<file path="config.mk">
export PLATFORM = sky130hd
export DESIGN_NAME = decoder_nbit_scan
export DESIGN_NICKNAME = d
export VERILOG_FILES = /design/src/rtl/decoder_pkg.sv /design/src/rtl/decoder_onehot.sv /design/src/rtl/decoder_nbit_scan.sv
export SDC_FILE = /design/constraint.sdc
export NUM_CORES = 1
export LEC_CHECK = 0
export ABC_CLOCK_PERIOD_IN_PS = 6600
export CAP_MARGIN = 40
export CORE_UTILIZATION = 40
export CTS_CLUSTER_SIZE = 16
export DETAILED_ROUTE_END_ITERATION = 16
export PLACE_DENSITY_LB_ADDON = 0.25
export SLEW_MARGIN = 20
export SYNTH_ARGS = -nofsm -noshare
export SYNTH_HDL_FRONTEND = slang
export SYNTH_HIERARCHICAL = 1
export SYNTH_SLANG_ARGS = --single-unit
</file>
<file path="constraint.sdc">
create_clock -name clk -period 6.6 [get_ports clk]
set_clock_uncertainty 0.15 [all_clocks]
set_input_delay 1.65 -clock clk [delete_from_list [all_inputs] [get_ports clk]]
set_output_delay 1.65 -clock clk [all_outputs]
set_load 0.02 [all_outputs]
</file>
<file path="src/rtl/decoder_pkg.sv">
// Shared definitions for the scanning N-bit decoder: controller state
// encoding and the width of the per-index hold counter.
package decoder_pkg;

    // Controller state: DIRECT follows the sel handshake, SCAN walks the index
    typedef enum logic {
        DIRECT = 1'b0,
        SCAN   = 1'b1
    } state_t;

    // Hold counter width; HOLD (and HOLD+1 with blanking) must fit in it
    localparam int HOLD_W = 8;

endpackage

</file>
<file path="src/rtl/decoder_onehot.sv">
// Combinational N -> 2**N one-hot expander with an enable; all-zero when
// the enable is low.
module decoder_onehot #(
    parameter int N = 3
) (
    input  logic              en,
    input  logic [N-1:0]      idx,
    output logic [2**N-1:0]   y
);

    // Set exactly one bit at the selected position, or none when disabled
    always_comb begin
        y = '0;
        if (en) begin
            y[idx] = 1'b1;
        end
    end

endmodule

</file>
<file path="src/rtl/decoder_nbit_scan.sv">
// N-bit decoder with a DIRECT mode (sel handshake) and a SCAN mode that
// walks the one-hot output across all 2**N positions, HOLD cycles each.
// Optional build macro DECODER_BLANK_EN inserts one blank (all-zero)
// cycle after every hold period while scanning.
module decoder_nbit_scan
    import decoder_pkg::*;
#(
    parameter int N    = 3,
    parameter int HOLD = 4
) (
    input  logic              clk,
    input  logic              rst,
    input  logic              e,
    input  logic              mode,
    input  logic              sel_valid,
    output logic              sel_ready,
    input  logic [N-1:0]      sel,
    output logic [2**N-1:0]   y,
    output logic              wrap
);

    localparam int W = 2**N;
    localparam logic [N-1:0] IDX_LAST = {N{1'b1}};

    // The hold counter runs 0..STEP_LAST on each index; with blanking the
    // final count is the blank cycle, giving HOLD+1 cycles per step.
`ifdef DECODER_BLANK_EN
    localparam logic [HOLD_W-1:0] STEP_LAST = HOLD_W'(HOLD);
    localparam bit                BLANK     = 1'b1;
`else
    localparam logic [HOLD_W-1:0] STEP_LAST = HOLD_W'(HOLD - 1);
    localparam bit                BLANK     = 1'b0;
`endif

    state_t              state_q;
    state_t              state_n;
    logic [N-1:0]        idx_q;
    logic [N-1:0]        idx_n;
    logic [HOLD_W-1:0]   hold_q;
    logic [HOLD_W-1:0]   hold_n;
    logic                active_q;
    logic                active_n;
    logic                wrap_q;
    logic                wrap_n;
    logic [W-1:0]        y_q;
    logic [W-1:0]        y_n;
    logic                accept;
    logic                blank_n;
    logic                show_n;

    // Next-state, counters and handshake; the state tracks mode one cycle late,
    // and entering SCAN restarts the walk at index 0 ahead of any sel accept
    always_comb begin
        state_n   = mode ? SCAN : DIRECT;
        idx_n     = idx_q;
        hold_n    = hold_q;
        active_n  = active_q;
        wrap_n    = 1'b0;
        sel_ready = (state_q == DIRECT);
        accept    = sel_valid && sel_ready;

        case (state_q)
            DIRECT: begin
                if (mode) begin
                    idx_n    = '0;
                    hold_n   = '0;
                    active_n = 1'b1;
                end else if (accept) begin
                    idx_n    = sel;
                    active_n = 1'b1;
                end
            end
            SCAN: begin
                if (e) begin
                    if (hold_q == STEP_LAST) begin
                        hold_n = '0;
                        idx_n  = idx_q + 1'b1;
                        wrap_n = (idx_q == IDX_LAST);
                    end else begin
                        hold_n = hold_q + 1'b1;
                    end
                end
            end
            default: begin
                state_n = DIRECT;
            end
        endcase

        blank_n = BLANK && (state_n == SCAN) && (hold_n == STEP_LAST);
        show_n  = e && active_n && !blank_n;
    end

    decoder_onehot #(
        .N (N)
    ) u_onehot (
        .en  (show_n),
        .idx (idx_n),
        .y   (y_n)
    );

    // State, counters and registered outputs; reset overrides everything
    always_ff @(posedge clk) begin
        if (rst) begin
            state_q  <= DIRECT;
            idx_q    <= '0;
            hold_q   <= '0;
            active_q <= 1'b0;
            wrap_q   <= 1'b0;
            y_q      <= '0;
        end else begin
            state_q  <= state_n;
            idx_q    <= idx_n;
            hold_q   <= hold_n;
            active_q <= active_n;
            wrap_q   <= wrap_n;
            y_q      <= y_n;
        end
    end

    assign y    = y_q;
    assign wrap = wrap_q;

endmodule

</file>
==> impl_metrics.env, run 1 <==
export IMPL_yosysSeqAreaShare=0.395
export IMPL_leakagePower_uw=0.000484
export IMPL_vias=898
export IMPL_place_ws_ns=2.77
export IMPL_fin_ws_ns=3.09
export IMPL_post_cts_repair_setup_buffers=0
export IMPL_fillerInstances=251
export IMPL_rsz0062_at_grt="no"
export IMPL_grt_max_degree=21
export IMPL_slowest_stage="clkdlybuf4s50_1"
export IMPL_clock_latency_ns=0.30
export IMPL_p_sw_frac=0.237
export IMPL_io_pins=18
export IMPL_post_cts_resized=0
export IMPL_path_cells="clkdlybuf4s50_1, or4b_1, nor3_1, a311o_2, and4bb_2, nor2b_1"
export IMPL_hold_buffers=0
export IMPL_drv_cap=0
export IMPL_final_net_count=144
export IMPL_hold_path_class="reg2reg"
export IMPL_wl_um=2120
export IMPL_crit_family="simple AND/OR/NAND/NOR gates"
export IMPL_tns_ns=0
export IMPL_worst_ep_arrival_time_ns=3.57
export IMPL_grt_overflow=0
export IMPL_grt_usage=0.164
export IMPL_clockBufferDepth=2
export IMPL_cts_buffers=3
export IMPL_syn_inst=113
export IMPL_synth_cell_types=34
export IMPL_pwr_share_clk=0.306
export IMPL_fin_crit_ns=3.51
export IMPL_synth_top_area_frac=0.395
export IMPL_drt_iter0_drc=8
export IMPL_seq_power_share=0.574
export IMPL_port_buffer_count=17
export IMPL_relSlewSlack=0.658
export IMPL_num_antenna_cells=0
export IMPL_die_h_um=54.8
export IMPL_die_area_um2=3000
export IMPL_p_int_uw=183
export IMPL_ant_nets=0
export IMPL_viasPerCell=5.54
export IMPL_critPathKind="in2reg"
export IMPL_max_freq_mhz=285
export IMPL_path_clk_slew_ns=0.12
export IMPL_hpwl_um=1510
export IMPL_final_common_cell="dfxtp_1"
export IMPL_worstPathRequired_ns=6.66
export IMPL_critPathMaxFanout=9
export IMPL_grt_pass1_vias=870
export IMPL_tightest_slew_ns=0.513
export IMPL_synth_top_area_cell="dfxtp_1"
export IMPL_p_switching_uw=56.9
export IMPL_die_x_um=54.8
export IMPL_hold_viol=0
export IMPL_syn_num_nets=124
export IMPL_startpoint_type="input pin"
export IMPL_p_per_area_nw_per_um2=179
export IMPL_setup_viol=0
export IMPL_worst_setup_path_end_kind="flop"
export IMPL_drc_errors=0
export IMPL_firstDrtPassIters=4
export IMPL_core_um2=2540
export IMPL_synthTopCellsByArea="dfxtp_1, nor2b_1, mux2i_1"
export IMPL_cts_sinks=22
export IMPL_grt_pass1_wl_um=3500
export IMPL_pwr_share_comb=0.120
export IMPL_drive_gt1_frac=0.159
export IMPL_ys_ff_latch=22
export IMPL_start_util=0.438
export IMPL_cts_tree="built"
export IMPL_cts_root_buf="clkbuf_4"
export IMPL_status="complete, no violations"
export IMPL_gp_congestion=0.828
export IMPL_yosysWarningCount=6
export IMPL_cts_htree_levels=1
export IMPL_max_stage_delay_ns=0.57
export IMPL_ir_worst_vdd_mv=0.120
export IMPL_syn_area_um2=1110
export IMPL_slew_violations=0
export IMPL_avgSynthCellArea_um2=9.87
export IMPL_path_buf_inv=1
export IMPL_fin_crit_sh=0.532
export IMPL_antenna_found_initial=0
export IMPL_areaGrowthSynthToFinish_pct=20.8
export IMPL_mostFrequentLayoutCells="dfxtp_1, clkdlybuf4s50_1, nor2_1, nor2b_1, nand2_1"
export IMPL_routedWlPerCell_um=13.1
export IMPL_std_cell_rows=18
-- synth_stat cells, drive strengths merged --
cell type  number
dfxtp          22
nor2           12
nor2b          12
nand2           7
nor3            7
a21oi           6
mux2i           5
a31oi           3
and4b           3
and4bb          3
ha              3
nand2b          3
nand3           3
a211oi          2
a311o           2
and3            2
buf             2
inv             2
nor4b           2
o21ai           2
or4b            2
a22oi           1
a41oi           1
and4            1
clkbuf          1
nand3b          1
o2bb2ai         1
xnor2           1
xor2            1
-- metrics by stage --
stage               hold WS, ns  area [um2]  utilization  total power, uW  instances
floorplan                 0.277        1110            -              159        113
global placement          0.295        1290        0.509              168        157
detailed placement        0.319        1290        0.509              168        157
CTS                       0.348        1330        0.523              243        161
global route              0.394        1350        0.529              251        162
finish                    0.343        1350        0.529              240        162
-- area by class of cell --
cell class	count	area [um2]	share of cell area
flip-flops and latches	22	440	0.327
clock buffers	4	36.3	0.0270
inverters	2	7.51	0.00558
multi-input cells	86	639	0.475
repair buffers	18	185	0.138
well taps	30	37.5	0.0279
-- power by group through the flow --
stage / Combinational (uW) / Sequential [uW] / Clock (uW)
floorplan: 17.7 / 141 / 0
global placement: 26.8 / 141 / 0
detailed placement: 27.5 / 141 / 0
CTS: 27.7 / 138 / 76.9
global route: 31.5 / 139 / 81.1
finish: 28.8 / 138 / 73.6
-- kinds of logic (layout without fill, tap and decap cells) --
family | count (synthesis) | count (layout) | share of synthesized area
buf+inv | 5 | 24 | 0.0314
xor+xnor | 2 | 2 | 0.0157
compound gates | 18 | 18 | 0.113
flops | 22 | 22 | 0.395
mux | 5 | 5 | 0.0449
fa+ha+maj | 3 | 3 | 0.0337
simple gates | 58 | 58 | 0.366
-- registers in the layout (all words and copies together) (netlist names) --
name,flops
active_q,1
wrap,1
y,8
idx_q,3
hold_q,8
state_q,1
-- routing by layer --
metal / vias up / wire (um) / global-route usage
met5: - / 0 / 0
met4: 0 / 12 / 0.0769
met3: 2 / 78 / 0.0250
met2: 15 / 1060 / 0.285
met1: 433 / 966 / 0.195
li1: 448 / - / -
-- worst reg2reg max path, cell delays in order, from the launching register on --
cell,delay [ns]
dfxtp_1,0.38
ha_1,0.24
nor4b_4,0.34
nand3_4,0.14
xor2_1,0.18
a21oi_1,0.45
and4bb_2,0.29
nor2b_1,0.12
-- final timing paths --
check | start | slack, ns | end | cells past startpoint
worst max-delay path | e | 3.09 | y[1] | 6
worst min-delay path | active_q | 0.34 | active_q | 2
worst max register to register | hold_q[0] | 4.21 | y[4] | 7
worst min register to register | active_q | 0.34 | active_q | 2
(Power assumes the default switching activity.)
==> inputs of run 2 (changes only) <==
--- a/config.mk
+++ b/config.mk
@@ -5,7 +5,7 @@
 export SDC_FILE = /design/constraint.sdc
 export NUM_CORES = 1
 export LEC_CHECK = 0
-export ABC_CLOCK_PERIOD_IN_PS = 6600
+export ABC_CLOCK_PERIOD_IN_PS = 3200
 export CAP_MARGIN = 40
 export CORE_UTILIZATION = 40
 export CTS_CLUSTER_SIZE = 16
==> constraint.sdc (replaced) <==
create_clock -name clk -period 3.2 [get_ports clk]
set_clock_uncertainty 0.15 [all_clocks]
set_input_delay 0.8 -clock clk [delete_from_list [all_inputs] [get_ports clk]]
set_output_delay 0.8 -clock clk [all_outputs]
set_load 0.02 [all_outputs]
==> run 2 against run 1 <==
Non-clock buffer count stayed put. Combinational power is 100% higher. Die area did not move. Critical path depth unchanged. First-iteration DRC count increased to 2.5 times the previous value. Count of clock-buffer cells in the layout decreased by 1. Hold slack lost 0.0089 ns. Cell count unchanged. Worst setup slack got worse by 2.5 ns. Clock power rose to 2.9 times the previous value. Register-to-register slack got worse by 3.4 ns. Sequential power grew 110%.
==> impl_metrics.env, run 2 (synthesis results as in run 1) <==
export IMPL_vias=902
export IMPL_p_per_area_nw_per_um2=411
export IMPL_drc_errors=0
export IMPL_r2r_end="y[2]"
export IMPL_final_net_count=144
export IMPL_hold_path_class="reg2reg"
export IMPL_cts_buffers=3
export IMPL_tns_ns=0
export IMPL_cts_htree_levels=1
export IMPL_antenna_found_initial=0
export IMPL_critPathLaunch="e"
export IMPL_crit_path_end="y[2]"
export IMPL_r2r_cells=7
export IMPL_grt_usage=0.158
export IMPL_startpoint_type="input pin"
export IMPL_grt_pass1_wl_um=3290
export IMPL_post_cts_repair_setup_buffers=0
export IMPL_critPathKind="in2reg"
export IMPL_r2r_setup_slack_ns=0.77
export IMPL_clockBufferDepth=2
export IMPL_gp_congestion=0.770
export IMPL_rsz0062_at_grt="no"
export IMPL_hpwl_um=1520
export IMPL_die_h_um=54.8
export IMPL_worst_ep_arrival_time_ns=2.68
export IMPL_leakagePower_uw=0.000488
export IMPL_critPathMaxFanout=9
export IMPL_relSlewSlack=0.658
export IMPL_viasPerCell=5.57
export IMPL_grt_pass1_vias=754
export IMPL_ir_worst_vdd_mv=0.373
export IMPL_status="complete, no violations"
export IMPL_die_area_um2=3000
export IMPL_worstPathRequired_ns=3.26
export IMPL_tightest_slew_ns=0.513
export IMPL_port_buffer_count=17
export IMPL_start_util=0.438
export IMPL_cts_root_buf="clkbuf_4"
export IMPL_holdWs_ns=0.335
export IMPL_mostFrequentLayoutCells="dfxtp_1, clkdlybuf4s50_1, nor2_1, nor2b_1, nand2_1"
export IMPL_drv_cap=0
export IMPL_fin_crit_sh=0.818
export IMPL_die_x_um=54.8
export IMPL_core_um2=2540
export IMPL_final_common_cell="dfxtp_1"
export IMPL_ant_nets=0
export IMPL_cts_tree="built"
export IMPL_clock_latency_ns=0.31
export IMPL_r2r_start="hold_q[0]"
export IMPL_areaGrowthSynthToFinish_pct=21.5
export IMPL_fin_crit_ns=2.62
export IMPL_drive_gt1_frac=0.159
export IMPL_hold_viol=0
export IMPL_setup_viol=0
export IMPL_io_pins=18
export IMPL_slew_violations=0
export IMPL_firstDrtPassIters=4
export IMPL_max_freq_mhz=382
export IMPL_std_cell_rows=18
export IMPL_path_clk_slew_ns=0.13
export IMPL_drt_iter0_drc=20
export IMPL_grt_max_degree=17
export IMPL_num_antenna_cells=0
export IMPL_worst_setup_path_end_kind="flop"
export IMPL_wl_um=2110
export IMPL_cts_sinks=22
export IMPL_grt_overflow=0
export IMPL_routedWlPerCell_um=13.0
export IMPL_post_cts_resized=0
export IMPL_hold_buffers=0
run 2: cell count changes in the layout (fill, tap and decap cells not counted):
cell       before  now
bufinv_16       0    1
clkbuf_8        1    0
buf_4           0    1
buf_8           1    0
run 2: how the worst min path moves through the flow:
stage | startpoint | end | slack, ns | cells after the start
after floorplan | active_q | active_q | 0.28 | 2
after global placement | active_q | active_q | 0.30 | 2
after detailed placement | active_q | active_q | 0.31 | 2
after CTS | active_q | active_q | 0.33 | 2
after global routing | active_q | active_q | 0.35 | 2
final | active_q | active_q | 0.33 | 2
run 2: metrics by stage:
step	utilization	area [um2]	total power (uW)	setup slack, ns	cells
floorplan	-	1110	327	0.985	113
global placement	0.512	1300	347	0.291	158
detailed placement	0.512	1300	349	0.253	158
CTS	0.532	1360	560	0.601	162
global route	0.532	1360	578	0.538	162
finish	0.532	1360	558	0.581	162
run 2: area by class of cell:
| cell class | instances | area (um2) |
|---|---|---|
| timing repair buffer | 18 | 178 |
| inverter | 2 | 7.51 |
| sequential | 22 | 440 |
| fill | 242 | 1190 |
| multi-input combinational | 86 | 639 |
| clock inverter | 1 | 30.0 |
| tap | 30 | 37.5 |
| clock buffer | 3 | 22.5 |
run 2: worst max-delay path, cell delays in order:
cell and delay [ns]:
clkdlybuf4s50_1 0.57, or4b_1 0.49, nor3_1 0.20, a311o_2 0.24, and4bb_2 0.24, nor2b_1 0.14
run 2: where the power goes:
part | internal (uW) | switching [uW]
Sequential | 279 | 5.18
Combinational | 28.7 | 30.0
Clock | 127 | 87.6
Total | 435 | 123
run 2: metal layers:
metal  global-route usage  vias up  wire (um)
met3               0.0583        3        113
met1                0.204      422        985
met4               0.0385        0         10
li1                     -      450          -
met5                    0        -          0
met2                0.247       27       1000
